[src/rtl/sect163r2_pt_mul_arb.sv]
// Round-robin front end that shares one sect163r2 point-multiply core between
// several requesters, with a watchdog that recovers a hung core.
//
// state | meaning
// IDLE  | offer grant to the next valid requester, round-robin from rr_ptr
// ISSUE | pm_start pulse with the latched scalar on pm_d
// BUSY  | wait for pm_done; watchdog down-counter running
// RESP  | hold response until rsp_ready
module sect163r2_pt_mul_arb #(
  parameter int NumReq     = 4,
  parameter int IdW        = 2,
  parameter int TimeoutCyc = 4096
) (
  input  logic                    clk,
  input  logic                    rst_n,
  input  logic                    clr,
  input  logic [NumReq-1:0]       req_valid,
  input  logic [NumReq*163-1:0]   req_d,
  output logic [NumReq-1:0]       req_ready,
  output logic                    rsp_valid,
  input  logic                    rsp_ready,
  output logic [IdW-1:0]          rsp_id,
  output logic [162:0]            rsp_x,
  output logic [162:0]            rsp_y,
  output logic                    rsp_err,
  output logic                    busy,
  output logic                    pm_clr,
  output logic                    pm_start,
  output logic [162:0]            pm_d,
  input  logic                    pm_done,
  input  logic [162:0]            pm_x,
  input  logic [162:0]            pm_y
);

  localparam int CntW = $clog2(TimeoutCyc + 1);
  localparam logic [CntW-1:0] CntLoad = CntW'(TimeoutCyc - 1);
  localparam logic [IdW:0] NumW = (IdW + 1)'(NumReq);

  typedef enum logic [1:0] {IDLE, ISSUE, BUSY, RESP} state_t;

  state_t          state, state_nxt;
  logic [IdW-1:0]  rr_ptr, grant, grant_inc, id_q;
  logic [IdW:0]    arb_idx, inc_w;
  logic            found, accept, wd_fire;
  logic [CntW-1:0] wd_cnt;

  // Search rr_ptr, rr_ptr+1, ... wrapping at NumReq (need not be a power of 2).
  always_comb begin
    found   = 1'b0;
    grant   = '0;
    arb_idx = '0;
    for (int k = 0; k < NumReq; k++) begin
      arb_idx = {1'b0, rr_ptr} + (IdW + 1)'(k);
      if (arb_idx >= NumW) arb_idx = arb_idx - NumW;
      if (!found && req_valid[arb_idx[IdW-1:0]]) begin
        found = 1'b1;
        grant = arb_idx[IdW-1:0];
      end
    end
    inc_w = {1'b0, grant} + (IdW + 1)'(1);
    if (inc_w >= NumW) inc_w = '0;
    grant_inc = inc_w[IdW-1:0];
  end

  assign accept = rst_n && !clr && (state == IDLE) && found;

  always_comb begin
    req_ready = '0;
    if (accept) req_ready[grant] = 1'b1;
  end

  always_comb begin
    state_nxt = state;
    wd_fire   = 1'b0;
    unique case (state)
      IDLE:  if (accept) state_nxt = ISSUE;
      ISSUE: state_nxt = BUSY;
      BUSY: begin
        if (pm_done) begin
          state_nxt = RESP;
        end else if (wd_cnt == '0) begin
          wd_fire   = 1'b1;
          state_nxt = RESP;
        end
      end
      RESP:  if (rsp_ready) state_nxt = IDLE;
      default: state_nxt = IDLE;
    endcase
    if (clr) state_nxt = IDLE;
  end

  assign pm_clr    = clr | wd_fire;
  assign busy      = (state != IDLE);
  assign rsp_valid = (state == RESP);

  always_ff @(posedge clk or negedge rst_n) begin
    if (!rst_n) state <= IDLE;
    else        state <= state_nxt;
  end

  always_ff @(posedge clk or negedge rst_n) begin
    if (!rst_n) begin
      rr_ptr   <= '0;
      id_q     <= '0;
      wd_cnt   <= '0;
      pm_start <= 1'b0;
      pm_d     <= '0;
      rsp_id   <= '0;
      rsp_x    <= '0;
      rsp_y    <= '0;
      rsp_err  <= 1'b0;
    end else if (clr) begin
      rr_ptr   <= '0;
      wd_cnt   <= '0;
      pm_start <= 1'b0;
      pm_d     <= '0;
      rsp_id   <= '0;
      rsp_x    <= '0;
      rsp_y    <= '0;
      rsp_err  <= 1'b0;
    end else begin
      pm_start <= accept;
      pm_d     <= accept ? req_d[163*int'(grant) +: 163] : '0;
      if (accept) begin
        id_q   <= grant;
        rr_ptr <= grant_inc;
      end
      if (state == ISSUE)
        wd_cnt <= CntLoad;
      else if (state == BUSY && wd_cnt != '0)
        wd_cnt <= wd_cnt - CntW'(1);
      // A done on the terminal-count cycle wins over the abort.
      if (state == BUSY) begin
        if (pm_done) begin
          rsp_x   <= pm_x;
          rsp_y   <= pm_y;
          rsp_err <= 1'b0;
          rsp_id  <= id_q;
        end else if (wd_fire) begin
          rsp_x   <= '0;
          rsp_y   <= '0;
          rsp_err <= 1'b1;
          rsp_id  <= id_q;
        end
      end
    end
  end

endmodule

[config.mk]
export PLATFORM = sky130hd
export DESIGN_NAME = sect163r2_pt_mul_arb
export DESIGN_NICKNAME = d
export VERILOG_FILES = /design/src/rtl/sect163r2_pt_mul_arb.sv
export SDC_FILE = /design/constraint.sdc
export NUM_CORES = 1
export LEC_CHECK = 0
export CAP_MARGIN = 20
export CELL_PAD_IN_SITES_DETAIL_PLACEMENT = 2
export CELL_PAD_IN_SITES_GLOBAL_PLACEMENT = 2
export CORE_AREA = 4 4 572 574
export DETAILED_ROUTE_END_ITERATION = 7
export DIE_AREA = 0 0 576 578
export GPL_TIMING_DRIVEN = 0
export PLACE_DENSITY = 0.41
export SLEW_MARGIN = 20
export SYNTH_ARGS = -nofsm -noshare
export SYNTH_HDL_FRONTEND = slang
export SYNTH_SLANG_ARGS = --single-unit
[constraint.sdc]
create_clock -name clk -period 2.2 [get_ports clk]
set_clock_uncertainty 0.05 [all_clocks]
set_input_delay 0.44 -clock clk [delete_from_list [all_inputs] [get_ports clk]]
set_output_delay 0.44 -clock clk [all_outputs]
set_load 0.05 [all_outputs]
# After elaboration in Yosys (flattened, before gate mapping)
# Index checks and enable logic that the tools add are counted.
[word_totals]
reg_bits = 512
in_bits = 987
output_inout_bits = 500
[op_classes]
addsub = 9
mul = 1
n_lt_le_gt_ge = 11
eq_ne = 6
shift = 1
n_mux = 56
bitwise = 2
n_reduce_logical = 23
[op_table]
columns = ["cell", "n"]
rows = [
  ["$mux W163", 9],
  ["$shiftx A652 B11 Y163", 1],
  ["$mux W2", 20],
  ["$mux W13", 3],
  ["$mux W1", 17],
  ["$lt A2 B3 Y1 const B", 5],
  ["$logic_not A13 Y1", 1],
  ["$reduce_bool A13 Y1", 1],
  ["$sub A13 B1 Y13 const B", 1],
  ["$ge A3 B3 Y1 const B", 4],
  ["$mul A8 B2 Y10 const A", 1],
  ["$bmux W1 S2", 4],
  ["$logic_and A1 B1 Y1", 8],
  ["$pmux W2 S4", 1],
  ["$sub A2 B1 Y2 const B", 4],
  ["$add A2 B1 Y3 const B", 2],
  ["$add A2 B2 Y3 const B", 2],
  ["$reduce_bool A2 Y1", 3],
  ["$reduce_bool A3 Y1", 2],
  ["$eq A2 B2 Y1 const B", 2],
  ["$logic_not A1 Y1", 4],
  ["$mux W4", 1],
  ["$ne A4 B4 Y1 const B", 1],
  ["$reduce_and A2 Y1", 2],
  ["other kinds (10)", 10],
]

# Depth between registers and ports, before layout
# Gate-level depths: netlist of the first run.
[depth]
depth_word = 19
mapped_depth = 9
ltp_nobuf = 7

# Worst setup path after synthesis of the first run
# Ideal clock, no wire load.
[synth_timing]
path_type = "flip-flop to output port"
startpoint = "reg state[0]"
endpoint = "out pm_clr"
arrival_ns = 2.015
slack_ns = -0.305
stages_incl_launch_ff = 7
path_buffers = 2
cell_sequence = "dfrtp_1 -> inv_1 -> ha_1 -> clkbuf_1 -> clkbuf_1 -> nand4_1 -> o21bai_1"
[synth_via]
elab_chain_len = 3
[synth_rtl]
columns = ["item", "line", "source"]
rows = [
  ["start, declared", "41", "state_t state, state_nxt;"],
  ["start signal, assigned", "98", "else state <= state_nxt;"],
  ["$eq A2 B2 Y1", "75", "unique case (state)"],
  ["$mux W1", "75", ""],
  ["$or A1 B1 Y1", "92", "assign pm_clr = clr | wd_fire;"],
  ["end, declared", "27", "output logic pm_clr,"],
]
# Every way passes these cells.

# Worst setup path after layout of the first run
[layout_timing]
startpoint = "reg rr_ptr[1]"
endpoint = "out req_ready[2]"
[layout_via]
elab_chain_len = 19
[layout_rtl]
columns = ["item", "line", "source"]
rows = [
  ["start, declared", "42", "logic [IdW-1:0] rr_ptr, grant, grant_inc, id_q;"],
  ["start signal, assigned", "126", "rr_ptr <= grant_inc;"],
  ["parallel branches: the longest is 13 deep, another holds $add A2 B1 Y3", "-", ""],
  ["$mux W2 *", "55", "if (!found && req_valid[arb_idx[IdW-1:0]]) begin"],
  ["via grant[0]", "42", ""],
  ["$lt A2 B3 Y1 (not written as such) or $ge A2 B1 Y1 (tied branches)", "69", "if (accept) req_ready[grant] = 1'b1;"],
  ["$logic_and A1 B1 Y1 (not written as such)", "69", ""],
  ["$mux W1 (not written as such)", "69", ""],
  ["$demux W1 S2 *", "69", ""],
  ["$mux W4 *", "69", ""],
  ["end, declared", "19", "output logic [NumReq-1:0] req_ready,"],
]
# Mark *: on every way through the listed nets, which the timed path passes. The select of a mux whose other input is x is not followed.

==> results.md, run 1 <==
* Status: finished with violations
* Failing checks: negative setup slack
* Initial antenna violation count at 174
* Flops & latches, synth at 512
* Top_reg_cell synth: dfrtp_1
* Die Y at 578 µm
* Cell Pwr Density at 840 mW/mm²
* Drt drc at 0
* Final Hold Vio Count at 0
* DRT antenna net count at 0
* Layout Nets at 5,080
* Commonest cells after routing, fill and taps aside: clkdlybuf4s50_1 (988), dfrtp_1 (506), nand3_1 (322)
* Largest fanout on the critical path at 5
* Mapped Avg Cell Area at 10.1 µm²
* Worst Setup Path Type: reg -> out
* Final worst-path cycle share at 1.42
* Crit path buf inv count at 6
* Slew headroom at 0.295
* Ys async rst share at 1.00
* Sequential share of the synthesized area at 0.545
* First-pass DRT Iterations at 4
* Critical path's slowest cell: dfrtp_2
* Clock-pin transition on the worst setup and hold timing paths at 60 ps
* Port Buffers at 1,484
* CTS buffer count at 87
* Fmax at 321 MHz
* Area delta synth->final at 127%
* Max_cap viols at 0
* Yosys cell types at 45
* Commonest non-fill, non-tap cell in the layout: clkdlybuf4s50_1
* Vias in the first global route at 30,000
* Leakage at 0.0257 µW
* Rows at 209
* Top Ports at 1,487
* Core Area at 0.323 mm²
* Die area at 0.333 mm²
* Max stage delay on crit path at 450 ps
* Final WL at 276 mm
* Fraction of layout cells with a size suffix above 1 at 0.247
* DR vias at 27,800
* CTS tree: done
* Post-layout util at 0.166
* Clock Latency Late Sink at 780 ps
* CP top delay family: buffers and inverters
* Worst setup SP type: register
* Sink Count at 512
* Die width at 576 µm
* RSZ-0062 raised after global routing: true
* Worst vdd ir at 0.000483 V
* Largest net degree at the start of global routing at 77
* H-tree levels at 3
* Post-DP HPWL at 230 mm
* Wire length per cell at 32.5 µm
* GP Congestion at 0.852
* Total nets after synthesis at 3,317
* First-pass GRT wire length at 338 mm
* CP Cell Sequence: buf_6 > nand2_2 > nor2_2 > nor3_4 > buf_12 > inv_16 > buf_12 > buf_16 > ha_4 > and2_4 > buf_12
* Crit path top cell by count: buf_12
* Post-route setup slack at -915 ps
* CP endpoint kind: primary output
* Post-synth EDFFs at 0
* Effective utilization at floorplan at 0.0729
* Detailed Route Iter0 Violations at 1,150
* Total Routing Usage GR at 0.155
* Vias/cell at 3.28
* Largest area contributor in the netlist: dfrtp_1
* Top cell type's share of synthesized area at 0.545
* Final Instance Area at 0.0535 mm²
* Setup violators final at 476
* Syn. warnings at 0
* Maximum clock insertion buffer count at 4
* Required time worst endpoint at 1710 ps
* Synth area leaders: dfrtp_1 (54%), mux2i_1 (14%), a21oi_1 (7.3%), nand3_1 (7.0%), nand2_1 (5.5%)
* WP data arrival at 2620 ps
* Worst-Margin Slew at 1050 ps
* Crit path time final at 3110 ps
* Syn Std Cell Area at 0.0235 mm²
* Clk root buf: clkbuf_16
* HP Class: in -> async
* Max Slew Vio Count at 0
* Area after DPL at 0.0440 mm²
* Post-Syn Instances at 2,320
* GRT overflow at 0
==> stage by stage <==
step	instances	TNS (ps)	total power, µW	setup slack (ps)	hold WS, ps
2_1_floorplan	2320	-33.0	18400	-33.0	94.4
3_3_place_gp	8129	-	26600	-28980	415
3_5_place_dp	8139	-598390	26700	-2470	352
4_1_cts	8376	-300930	44100	-1070	64.7
5_1_grt	8486	-161480	47100	-1050	102
6_report	8500	-118610	44900	-915	151
==> cells in the mapped netlist, drive strengths merged (2+ instances only) <==
cell	n
or3	2
a21oi	342
a221oi	2
mux2i	330
ha	10
nand2	342
and2	4
nor4	4
nor3	6
buf	99
xnor2	3
inv	13
nand3	328
xor2	7
o22ai	163
clkbuf	122
nand3b	2
a31oi	3
dfrtp	512
nor2	9
==> worst min-delay path: cells and delay by family <==
kind	cells	cell delay [ps]
buffers and inverters	7	880
==> metal layers <==
layer | GRT usage | wire, µm
met5 | 0 | 455
met4 | 0.0390 | 8900
met3 | 0.0560 | 21400
met2 | 0.285 | 141000
met1 | 0.168 | 104000
==> layout make-up <==
cell class	count	area (µm²)
multi-input cells	1574	12400
well taps	4325	5410
repair buffers	1681	17800
clock buffers	126	2540
flip-flops and latches	512	12800
fillers	36700	269000
diodes	32	80.1
clock inverters	23	345
inverters	13	77.6
plain buffers	214	1950
==> worst paths after layout <==
path / depth (start not counted) / slack, ps / end / start
worst max-delay path: 11 / -910 / req_ready[2] / rr_ptr[1]$_DFFE_PN0P_
worst max register to register: 16 / -640 / pm_d[135]$_DFF_PN0_ / rr_ptr[1]$_DFFE_PN0P_
worst min-delay path: 7 / 150 / rsp_y[33]$_DFFE_PN0P_ / rst_n
worst min register to register: 2 / 450 / id_q[0]$_DFFE_PN0P_ / id_q[0]$_DFFE_PN0P_
min in group clk: 3 / 190 / rsp_x[143]$_DFFE_PN0P_ / pm_x[143]
max in group asynchronous: 8 / 120 / pm_d[57]$_DFF_PN0_ / rst_n
==> state kept, by name (all words and copies together), names as in the netlist <==
| register | count |
|---|---|
| rsp_id | 2 |
| rsp_y | 163 |
| state | 2 |
| rsp_err | 1 |
| id_q | 2 |
| rsp_x | 163 |
| pm_start | 1 |
| pm_d | 163 |
| rr_ptr | 2 |
| wd_cnt | 13 |
==> cell families after synthesis <==
logic type,synth area share
compound gates,0.122
xor+xnor,0.00372
fa+ha+maj,0.00532
buf+inv,0.0485
flops,0.545
mux,0.140
simple gates,0.136
==> power by group <==
| group | total, µW | switching, µW | internal, µW |
|---|---|---|---|
| registers | 11100 | 696 | 10400 |
| logic | 19200 | 11500 | 7680 |
| clock network | 14600 | 5780 | 8810 |
==> repair_timing <==
item	4_1_cts	5_1_grt
setup endpoints to repair	1008	971
pin swaps	43	120
hold endpoints to repair	168	0
cloned	6	26
gates resized for setup	569	1201
hold buffers	13	0
setup buffers	71	78
Note: power is estimated with default switching activity, not from simulation.
==> run 2: changes to the inputs <==
Settings changed: CELL_PAD_IN_SITES_DETAIL_PLACEMENT 2 to 1, CELL_PAD_IN_SITES_GLOBAL_PLACEMENT 2 to 1, CORE_AREA 4 4 572 574 to 4 4 582 584, CTS_BUF_LIST set to sky130_fd_sc_hd__clkbuf_4 sky130_fd_sc_hd__clkbuf_8 sky130_fd_sc_hd__clkbuf_16, DIE_AREA 0 0 576 578 to 0 0 586 588, PLACE_DENSITY 0.41 to 0.35.
==> run 2 against run 1 <==
Against the previous run: the run still ends with negative setup slack left; sequential share of layout area up 0.46 points; final area down 1.9%; largest cell class unchanged; flip-flop and latch count unchanged.
==> results.md, run 2 (same netlist as run 1, synthesis figures left out) <==
* Status: finished with violations
* Failing checks: negative setup slack
* Rows at 212
* Total Routing Usage GR at 0.149
* Largest fanout on the critical path at 6
* Die width at 586 µm
* Layout Nets at 5,019
* Largest net degree at the start of global routing at 80
* Clk root buf: clkbuf_16
* Wire length per cell at 32.0 µm
* Worst r2r src: state[1]$_DFFE_PN0P_
* Core Area at 0.333 mm²
* Slew headroom at 0.255
* Max Slew Vio Count at 0
* Post-route setup slack at -870 ps
* Required time worst endpoint at 1710 ps
* Final Hold Vio Count at 0
* Final WL at 272 mm
* Fmax at 326 MHz
* Detailed Route Iter0 Violations at 1,427
* Fraction of layout cells with a size suffix above 1 at 0.257
* RSZ-0062 raised after global routing: true
* Fill cells at 38,300
* Worst setup SP type: register
* GRT overflow at 0
* Port Buffers at 1,484
* Vias/cell at 3.24
* Worst-Margin Slew at 1120 ps
* Commonest cells after routing, fill and taps aside: clkdlybuf4s50_1 (983), dfrtp_1 (510), nand3_1 (320)
* First-pass DRT Iterations at 4
* Die area at 0.345 mm²
* H-tree levels at 3
* Int Pwr at 25,900 µW
* Setup WS pre-CTS at -1890 ps
* Clock Latency Late Sink at 790 ps
* Top Ports at 1,487
* Commonest non-fill, non-tap cell in the layout: clkdlybuf4s50_1
* CTS buffer count at 84
* Sw Pwr at 17,700 µW
* Post-DP HPWL at 230 mm
* DRT antenna net count at 0
* Max_cap viols at 0
* DR vias at 27,500
* Vias in the first global route at 29,200
* Clock share of power at 0.322
* Maximum clock insertion buffer count at 4
* Clock-pin transition on the worst setup and hold timing paths at 60 ps
* GP Congestion at 0.882
* Cell Pwr Density at 831 mW/mm²
* Crit path time final at 3070 ps
* Die Y at 588 µm
* WP data arrival at 2580 ps
* HP Class: in -> async
* Crit path from: rr_ptr[1]$_DFFE_PN0P_
* Worst Setup Path Type: reg -> out
* Sink Count at 512
* Effective utilization at floorplan at 0.0706
* CTS tree: done
* Combinational Power Share at 0.422
* Sequential share of power at 0.256
* Post-layout util at 0.157
* Final worst-path cycle share at 1.40
* Pwr Total at 43,600 µW
* Leakage at 0.0251 µW
* Area delta synth->final at 123%
* First-pass GRT wire length at 335 mm
* Drt drc at 0
* Worst vdd ir at 0.000492 V
* Setup violators final at 412
* Biggest regs: pm_d (163), rsp_x (163), rsp_y (163)
* CP endpoint kind: primary output
* Initial antenna violation count at 159
* Switching Fraction at 0.406
[run 2: per-layer routing]
layer / vias to the layer above / GRT usage / wire length [µm]
met5: - / 0 / 518
met4: 86 / 0.0282 / 6010
met3: 402 / 0.0592 / 24700
met2: 1320 / 0.263 / 135000
met1: 13900 / 0.169 / 106000
li1: 11800 / - / -
[run 2: area by class of cell]
type / count / area, µm² / area share
diodes: 23 / 57.6 / 0.00110
plain buffers: 217 / 1940 / 0.0370
clock buffers: 118 / 2480 / 0.0472
clock inverters: 30 / 322 / 0.00613
inverters: 13 / 58.8 / 0.00112
multi-input cells: 1575 / 12600 / 0.240
flip-flops and latches: 512 / 12800 / 0.244
well taps: 4387 / 5490 / 0.105
repair buffers: 1619 / 16700 / 0.319
[run 2: through the flow]
step                      hold slack, ps  area [µm²]  setup TNS (ps)  instances
after floorplan                     94.4       23500           -33.0       2320
after CTS                          -39.6       48800         -286840       8405
after detailed placement             242       44100         -488530       8203
after global placement               458       43900               -       8191
final                               37.8       52500          -74990       8494
after global routing                12.6       52400         -113200       8483
[run 2: worst max-delay path: stages, from the launching register on]
cell	delay (ps)
dfrtp_2	420
a21oi_1	90
o21a_1	180
o22a_1	200
buf_6	150
buf_12	130
buf_16	140
ha_1	190
and2_4	160
buf_8	140
[run 2: final timing paths]
kind,endpoint,slack (ps),cells past startpoint
max,req_ready[3],-870,9
min,rsp_y[59]$_DFFE_PN0P_,40,7
max reg2reg,pm_d[57]$_DFF_PN0_,-560,14
min reg2reg,rsp_y[103]$_DFFE_PN0P_,460,2
max in group asynchronous,pm_d[87]$_DFF_PN0_,180,10
min in group clk,rsp_x[133]$_DFFE_PN0P_,190,3
[run 2: power by group through the flow]
stage               registers (µW)  logic, µW  clock network [µW]
floorplan                    14300       4170                   0
CTS                          11100      16700               14700
global placement             11300      15200                   0
global route                 11300      19300               15000
detailed placement           11300      15200                   0
finish                       11100      18400               14000
[run 2: timing repair]
item | 4_1_cts | 5_1_grt
cloned | 5 | 25
buffers inserted | 39 | 47
pin swaps | 35 | 143
hold endpoints to repair | 168 | 0
resized for setup | 453 | 1333
hold buffers | 10 | 0
endpoints found under the setup margin | 1001 | 974
